==> config.mk <==
export PLATFORM = sky130hd
export DESIGN_NAME = binary_bbox_locator
export DESIGN_NICKNAME = d
export VERILOG_FILES = /design/src/rtl/img_pkg.sv /design/src/rtl/pixel_coord_counter.sv /design/src/rtl/binary_bbox_locator.sv
export SDC_FILE = /design/constraint.sdc
export NUM_CORES = 1
export LEC_CHECK = 0
export ABC_AREA = 1
export CAP_MARGIN = 25
export CORE_UTILIZATION = 55
export DETAILED_ROUTE_END_ITERATION = 10
export PLACE_DENSITY = 0.86
export SYNTH_ARGS = -nofsm -noshare
export SYNTH_HDL_FRONTEND = slang
export SYNTH_SLANG_ARGS = --single-unit
==> constraint.sdc <==
create_clock -name clk_i -period 3.55 [get_ports clk_i]
set_clock_uncertainty 0.1 [all_clocks]
set_input_delay 0.8875 -clock clk_i [delete_from_list [all_inputs] [get_ports clk_i]]
set_output_delay 0.8875 -clock clk_i [all_outputs]
set_load 0.1 [all_outputs]
==> src/rtl/img_pkg.sv <==
// Shared image-stream definitions: default geometry, stream-stage states and
// binary pixel levels.
package img_pkg;

  localparam int IMG_W_DEF = 640;
  localparam int IMG_H_DEF = 480;
  localparam int CW_DEF    = 10;

  localparam int         FG_BIT = 0;
  localparam logic [7:0] BIN_LO = 8'd0;
  localparam logic [7:0] BIN_HI = 8'd255;

  typedef enum logic [1:0] {
    IDLE,
    ACTIVE,
    REPORT
  } bbox_state_t;

endpackage

==> src/rtl/pixel_coord_counter.sv <==
// Raster coordinate tracker: registered sync edges, x/y position of the
// current pixel and the in-frame acceptance qualifier.
module pixel_coord_counter
  import img_pkg::*;
#(
  parameter int IMG_W = IMG_W_DEF,
  parameter int IMG_H = IMG_H_DEF,
  parameter int CW    = CW_DEF
) (
  input  logic          clk_i,
  input  logic          a_rst_i,
  input  logic          i_vsyn,
  input  logic          i_en,
  input  logic          i_active,
  output logic [CW-1:0] o_x,
  output logic [CW-1:0] o_y,
  output logic          o_accept,
  output logic          o_rise_vs,
  output logic          o_fall_en
);

  localparam logic [CW:0] W_LIM = (CW + 1)'(IMG_W);
  localparam logic [CW:0] H_LIM = (CW + 1)'(IMG_H);

  logic vs_d;
  logic en_d;

  assign o_rise_vs = i_vsyn & ~vs_d;
  assign o_fall_en = ~i_en & en_d;

  assign o_accept = i_en & ~i_vsyn & i_active
                  & ({1'b0, o_x} < W_LIM) & ({1'b0, o_y} < H_LIM);

  always_ff @(posedge clk_i) begin
    if (!a_rst_i) begin
      vs_d <= 1'b0;
      en_d <= 1'b0;
      o_x  <= '0;
      o_y  <= '0;
    end else begin
      vs_d <= i_vsyn;
      en_d <= i_en;
      // Holding at zero outside ACTIVE gives the clear-on-entry behaviour.
      if (!i_active) begin
        o_x <= '0;
        o_y <= '0;
      end else if (o_fall_en) begin
        o_x <= '0;
        o_y <= (o_y == '1) ? o_y : o_y + 1'b1;
      end else if (i_en) begin
        o_x <= (o_x == '1) ? o_x : o_x + 1'b1;
      end
    end
  end

endmodule

==> src/rtl/binary_bbox_locator.sv <==
// Per-frame bounding box and centre of foreground pixels in a binary stream.
// Optional BBOX_MIN_AREA_EN: detections below MIN_PIXELS are reported as not found.
module binary_bbox_locator
  import img_pkg::*;
#(
  parameter int IMG_W      = IMG_W_DEF,
  parameter int IMG_H      = IMG_H_DEF,
  parameter int CW         = CW_DEF,
  parameter int CNT_W      = 20,
  parameter int MIN_PIXELS = 16
) (
  input  logic             clk_i,
  input  logic             a_rst_i,
  input  logic             i_hsyn,
  input  logic             i_vsyn,
  input  logic             i_en,
  input  logic [7:0]       i_binary,
  output logic             o_valid,
  output logic             o_found,
  output logic [CW-1:0]    o_x_min,
  output logic [CW-1:0]    o_x_max,
  output logic [CW-1:0]    o_y_min,
  output logic [CW-1:0]    o_y_max,
  output logic [CW-1:0]    o_cx,
  output logic [CW-1:0]    o_cy,
  output logic [CNT_W-1:0] o_pix_cnt
);

  bbox_state_t state, state_nxt;

  logic [CW-1:0]    cur_x, cur_y;
  logic             accept, rise_vs, fall_en;
  logic [CW-1:0]    acc_x_min, acc_x_max, acc_y_min, acc_y_max;
  logic [CNT_W-1:0] acc_cnt;
  logic             fg_hit;
  logic             found_c;
  logic [CW:0]      sum_x, sum_y;

  pixel_coord_counter #(
    .IMG_W (IMG_W),
    .IMG_H (IMG_H),
    .CW    (CW)
  ) u_coord (
    .clk_i     (clk_i),
    .a_rst_i   (a_rst_i),
    .i_vsyn    (i_vsyn),
    .i_en      (i_en),
    .i_active  (state == ACTIVE),
    .o_x       (cur_x),
    .o_y       (cur_y),
    .o_accept  (accept),
    .o_rise_vs (rise_vs),
    .o_fall_en (fall_en)
  );

  assign fg_hit = accept & i_binary[FG_BIT];

  always_ff @(posedge clk_i) begin
    if (!a_rst_i) state <= IDLE;
    else          state <= state_nxt;
  end

  always_comb begin
    state_nxt = state;
    unique case (state)
      IDLE:    if (rise_vs) state_nxt = ACTIVE;
      ACTIVE:  if (rise_vs) state_nxt = REPORT;
      REPORT:  state_nxt = ACTIVE;
      default: state_nxt = IDLE;
    endcase
  end

  always_ff @(posedge clk_i) begin
    if (!a_rst_i || state != ACTIVE) begin
      acc_x_min <= '0;
      acc_x_max <= '0;
      acc_y_min <= '0;
      acc_y_max <= '0;
      acc_cnt   <= '0;
    end else if (fg_hit) begin
      // A zero count marks the first foreground pixel; saturation never wraps it back.
      if (acc_cnt == '0) begin
        acc_x_min <= cur_x;
        acc_x_max <= cur_x;
        acc_y_min <= cur_y;
        acc_y_max <= cur_y;
      end else begin
        if (cur_x < acc_x_min) acc_x_min <= cur_x;
        if (cur_x > acc_x_max) acc_x_max <= cur_x;
        if (cur_y < acc_y_min) acc_y_min <= cur_y;
        if (cur_y > acc_y_max) acc_y_max <= cur_y;
      end
      acc_cnt <= (acc_cnt == '1) ? acc_cnt : acc_cnt + 1'b1;
    end
  end

`ifdef BBOX_MIN_AREA_EN
  assign found_c = (32'(acc_cnt) >= 32'(MIN_PIXELS));
  logic unused_ok;
  assign unused_ok = ^{i_hsyn, i_binary};
`else
  assign found_c = |acc_cnt;
  logic unused_ok;
  assign unused_ok = ^{i_hsyn, i_binary, MIN_PIXELS[0]};
`endif

  assign sum_x = {1'b0, acc_x_min} + {1'b0, acc_x_max};
  assign sum_y = {1'b0, acc_y_min} + {1'b0, acc_y_max};

  always_ff @(posedge clk_i) begin
    if (!a_rst_i) begin
      o_valid   <= 1'b0;
      o_found   <= 1'b0;
      o_x_min   <= '0;
      o_x_max   <= '0;
      o_y_min   <= '0;
      o_y_max   <= '0;
      o_cx      <= '0;
      o_cy      <= '0;
      o_pix_cnt <= '0;
    end else begin
      o_valid <= (state == REPORT);
      if (state == REPORT) begin
        o_found   <= found_c;
        o_x_min   <= found_c ? acc_x_min   : '0;
        o_x_max   <= found_c ? acc_x_max   : '0;
        o_y_min   <= found_c ? acc_y_min   : '0;
        o_y_max   <= found_c ? acc_y_max   : '0;
        o_cx      <= found_c ? sum_x[CW:1] : '0;
        o_cy      <= found_c ? sum_y[CW:1] : '0;
        o_pix_cnt <= acc_cnt;
      end
    end
  end

endmodule

==> reports/metrics.cfg <==
[logic_synthesis]
synth_xor_area_share_pct = 2.996
syn_nets = 1355
yosysWarningCount = 0
yosys.area_share.simple_pct = 29.29
post-synth-top-count-cell = nand2_1
synthTopCellsByArea = dfxtp_1, nand2_1, a21oi_1
synth_common_cells = nand2_1, a21oi_1, dfxtp_1
syn_inst = 1280
synth_edf_count = 0
synth_seq_area_share_pct = 37.89
synthArstFlopShare_pct = 0
ys_ff_latch = 166
synthMuxAreaShare_pct = 0
synth_compound_area_share_pct = 12.24
syn_area_sq_mm = 0.008771
yosysTopAreaCell = dfxtp_1
yosysUniqueCellTypes = 32
synth_top_cell_area_share_pct = 37.89
ys.flop_type = dfxtp_1
synthAdderAreaFrac_pct = 9.016
synth_top_family_by_area = simple AND/OR/NAND/NOR gates
syn_area_per_cell_sq_um = 6.852

[cells_and_area]
utilization_pct = 66.37
layout-drive-gt1-share_pct = 10.41
area_delta_synth_final_pct = 16.30
fin_nets = 1417
antenna_cells = 0
nFillCells = 1294
final_cell_area_sq_mm = 0.01020

[cts]
clock-sinks = 166
clk_latency_ns = 0.44
clockBufferDepth = 2
root_buffer = clkbuf_16
cts-resized-gates = 0
post_cts_buffers = 0
h-tree-depth = 4
cts_tree = done
numCtsBuffers = 17
cts_hold_buf = 0
clkTransAtPathRegs_ns = 0.06

[power]
p_switching_mw = 0.9136
ir_drop_mv = 0.3670
pwr-share-seq_pct = 46.5
p_int_mw = 3.133
clock_power_share_pct = 49.0
p_leak_nw = 4.084
power.density_mw_per_mm2 = 396.7
power_mw = 4.047
pwr-share-comb_pct = 4.5
p_sw_share_pct = 22.58

[timing]
relSlewSlack_pct = 41.21
drv_slew = 0
totalNegativeSetupSlack_ns = 0
worst_slew_pin_slew_ns = 0.8806
hold_viol = 0
setup_viol = 0
setup_slack_ns = 0.9341
max_freq_mhz = 382.3
rsz0062_at_grt = no
fin_crit_sh_pct = 73.69
fin_crit_ns = 2.616

[worst_setup_path]
r2r_slack_ns = 0.93
start_kind = flop
worstSetupPathType = reg -> reg
crit_arrival_ns = 2.89
critPathCaptureType = flop
crit_required_ns = 3.82
r2r_end = o_cx[8]
r2r_cells = 9
reg2reg_from = acc_cnt[0]
path_max_fanout = 54

[global_route]
grt_pass1_vias = 7645
gr-total-overflow = 0
grt_pass1_wl_mm = 35.56
antenna_found_initial = 0
grt_max_degree = 81
grt_usage_pct = 27.18

[outcome]
outcome = complete, no violations

[drt]
drtPass1Iterations = 5
route.detailed.drc = 0
vias = 8433
avgRoutedWirePerCell_um = 13.86
viasPerCell = 5.385
ant_nets = 0
first_iter_violations = 653
wl_mm = 21.71

[die]
io_pins = 95
die_height_um = 128.3
dieWidth_um = 128.3
start_util_pct = 57.06
die_area_sq_mm = 0.01646
row_count = 45
coreArea_sq_mm = 0.01537

[min_path]
worstHoldEndpoint = o_x_min[5]
min_from = o_x_min[5]
hold_depth = 2
min_path_type = reg -> reg

[flow_run]
maxCapViolations = 0

[place]
io_buffer_count = 86
pre_cts_slack_ns = 0.8348
routabilityCongestion = 0.9504
hpwl_mm = 14.90
postPlaceCellArea_sq_mm = 0.009542

==> layout by cell type (no fill, tap or decap) <==
master and instances:
a21o_1 1, a21oi_1 172, buf_12 3, buf_16 1, buf_4 85, bufinv_16 4, clkbuf_1 1, clkbuf_16 17
clkbuf_8 2, clkdlybuf4s50_1 4, clkinv_1 1, clkinv_2 3, clkinv_4 1, clkinvlp_4 3, dfxtp_1 166, fa_1 2
ha_1 60, inv_1 130, inv_2 7, inv_6 1, nand2_1 374, nand2_2 4, nand2_4 1, nand3_1 83
nand3_2 1, nand3b_1 4, nand4_1 17, nor2_1 119, nor2_2 2, nor2_4 2, nor3_1 11, nor3_2 2
o21a_1 2, o21ai_0 33, o21ai_1 2, o21bai_1 2, or2_2 2, xnor2_1 4, xor2_1 26
==> critical path: stages (launching register included) <==
cell and delay (ns):
dfxtp_1 0.42, inv_1 0.13, ha_1 0.21, nand3_1 0.09, nor2_1 0.06, nand3_2 0.18, nand2_2 0.21, inv_2 0.69
nand3_1 0.23, a21oi_1 0.19
==> logic make-up after synthesis <==
group	Yosys count
AND/OR/NAND/NOR	622
AO/OA/AOI/OAI	212
buffers and inverters	188
flip-flops	166
adder cells (fa/ha/maj)	62
XOR/XNOR	30
==> flip-flops by register name (all words and copies together) (netlist names) <==
register	cells
acc_cnt	20
acc_x_max	10
acc_x_min	10
acc_y_max	10
acc_y_min	10
o_cx	10
o_cy	10
o_found	1
o_pix_cnt	20
o_valid	1
o_x_max	10
o_x_min	10
o_y_max	10
o_y_min	10
state	2
u_coord.en_d	1
u_coord.o_x	10
u_coord.o_y	10
u_coord.vs_d	1
==> worst max-delay path by stage <==
stage,from,to
finish,acc_cnt[0],o_cx[8]
global route,acc_cnt[0],o_cx[7]
CTS,acc_cnt[0],o_cx[8]
detailed placement,i_en,acc_cnt[2]
global placement,i_en,acc_cnt[2]
floorplan,o_cx[0],o_cx[0]
==> through the flow <==
stage | hold WS (ns) | instances
after detailed placement | 0.3554 | 1533
after floorplan | 0.3512 | 1280
after CTS | 0.3652 | 1565
final | 0.3655 | 1566
after global placement | 0.3535 | 1533
after global routing | 0.3838 | 1566
==> area by class of cell <==
class                           instances  area, sq um  area share, %
Clock buffer                           20        456.7          4.477
Inverter                              138        518.0          5.078
Sequential cell                       166         3323          32.58
Multi-Input combinational cell        926         4698          46.06
Tap cell                              211        264.0          2.588
Clock inverter                         12        175.2          1.717
Timing Repair Buffer                   93        765.7          7.506
==> power by group through the flow <==
stage          Combinational, mW  Clock (mW)  Sequential (mW)
2_1_floorplan             0.0902           0             1.97
3_3_place_gp               0.177           0             1.92
3_5_place_dp               0.180           0             1.92
4_1_cts                    0.181        1.99             1.88
5_1_grt                    0.198        2.07             1.88
6_report                   0.184        1.98             1.88
==> per-layer routing <==
layer | vias up | GRT usage [%] | wire length, um
li1 | 4229 | - | -
met4 | 0 | 10.38 | 436
met2 | 280 | 45.34 | 10510
met1 | 3883 | 34.35 | 9504
met3 | 41 | 5.676 | 1253
met5 | - | 0 | 0
No activity file was read; power rests on OpenSTA's default activity.
==> RTL change, RTL diff (config.mk and constraints unchanged) <==
The option `BBOX_MIN_AREA_EN` is turned on by a define.
--- a/src/rtl/binary_bbox_locator.sv
+++ b/src/rtl/binary_bbox_locator.sv
@@ -2,2 +2,4 @@
 // Optional BBOX_MIN_AREA_EN: detections below MIN_PIXELS are reported as not found.
+`define BBOX_MIN_AREA_EN
+
 module binary_bbox_locator
Behaviour: not the same (a bounded check fails within 10 cycles, from zero or initial values and one cycle with a_rst_i low).
==> RTL change against the unedited design <==
Worst hold slack worse by 0.0028 ns. Total power hardly changed. Utilization is 0.32 points lower. Cell area is 0.11% lower. Wire length is 1.1% lower. Count of clock-buffer cells in the layout is 4 higher. Cell count is 0.64% lower. Setup slack better by 0.021 ns. Area after synthesis is 0.54% higher. Sequential cell count stayed put. Non-clock buffer count stayed put.
==> RTL change: results (changes against the unedited design) <==
Run status
  – Status: complete, no violations

Critical path
  – Worst path max stage delay: 0.58 ns (-0.11 ns)
  – Max FO, Critical Path: 63 (+17%)
  – Reg2reg path depth: 11 (+2)
  – Worst R2R Start: acc_x_max[5]$_SDFFE_PN0P_
  – Worst Path Arrival: 2.81 ns (-0.08 ns)
  – Reg2Reg Setup Slack: 1.22 ns (+0.29 ns)

Finish
  – Fin nets: 1407 (-0.71%)
  – Fill count: 1317 (+1.8%)
  – Share of cells above drive strength 1: 0.114 (+0.00970)

Global routing
  – First-pass GRT wire length: 35200 um (-0.93%)
  – Largest net degree at the start of global routing: 66 (-19%)
  – Total GRT Usage: 0.266 (-0.00538)

Logic synthesis
  – Top cells by instance count after synthesis: 359 x nand2_1, 169 x a21oi_1, 166 x dfxtp_1
  – Post-Syn Area per Cell: 6.95 um2 (+1.4%)
  – Post-synth cell types: 37 (+16%)
  – Most area-consuming cells after synthesis: dfxtp_1 38%, nand2_1 15%, a21oi_1 9.6%
  – Post-synth net total: 1344 (-0.81%)

Detailed routing
  – Via/cell ratio: 5.36 (-0.48%)
  – Drt first pass iters: 6 (+1)
  – Initial DRC count: 569 (-13%)
  – WL final: 21500 um (-1.1%)

Hold path
  – Min-delay src: o_x_min[1]$_SDFFE_PN0P_

Place
  – Gpl congestion: 0.894 (-6.0%)
  – Placed Cells: 1523 (-0.65%)

Pwr
  – Leakage: 4.16 nW (+1.9%)
  – NetSw: 889 uW (-2.7%)
  – Tot Pwr: 4.05 mW (about the same)
  – P_comb: 206 uW (+12%)
==> RTL change: routing by layer <==
metal  track usage  vias up  share of wire
met5             0        -              0
met2         0.449      262           0.48
met4         0.108        0          0.025
met3        0.0541       48          0.053
met1         0.333     3819           0.44
li1              -     4210              -
==> RTL change: worst max path at each step <==
stage / start / cells past startpoint / to / slack, ns
finish: i_en / 9 / acc_x_max[6]$_SDFFE_PN0P_ / 0.95
floorplan: i_binary[0] / 9 / acc_x_max[9]$_SDFFE_PN0P_ / 1.57
CTS: i_en / 9 / acc_x_max[6]$_SDFFE_PN0P_ / 0.96
detailed placement: i_en / 9 / acc_x_min[6]$_SDFFE_PN0P_ / 0.61
global placement: i_en / 9 / acc_x_min[6]$_SDFFE_PN0P_ / 0.65
global route: i_en / 9 / acc_x_max[6]$_SDFFE_PN0P_ / 0.84
==> RTL change: cells by family (layout without fill, tap and decap cells) <==
| family | Yosys count | in the layout | share of synthesized area |
|---|---|---|---|
| simple gates | 601 | 601 | 0.287 |
| compound gates | 224 | 224 | 0.134 |
| buf+inv | 194 | 270 | 0.0905 |
| xor+xnor | 22 | 22 | 0.0219 |
| fa+ha+maj | 62 | 62 | 0.0897 |
| flops | 166 | 166 | 0.377 |
==> RTL change: area by class of cell <==
cell class	instances	area share
multi-input cells	909	0.461
repair buffers	93	0.0720
well taps	211	0.0259
clock buffers	24	0.0473
clock inverters	8	0.0141
flip-flops and latches	166	0.326
inverters	145	0.0534
==> RTL change: through the flow <==
| stage | util | worst slack, ns |
|---|---|---|
| 2_1_floorplan | - | 1.57 |
| 3_3_place_gp | 0.619 | 0.652 |
| 3_5_place_dp | 0.619 | 0.608 |
| 4_1_cts | 0.659 | 0.961 |
| 5_1_grt | 0.661 | 0.837 |
| 6_report | 0.661 | 0.955 |
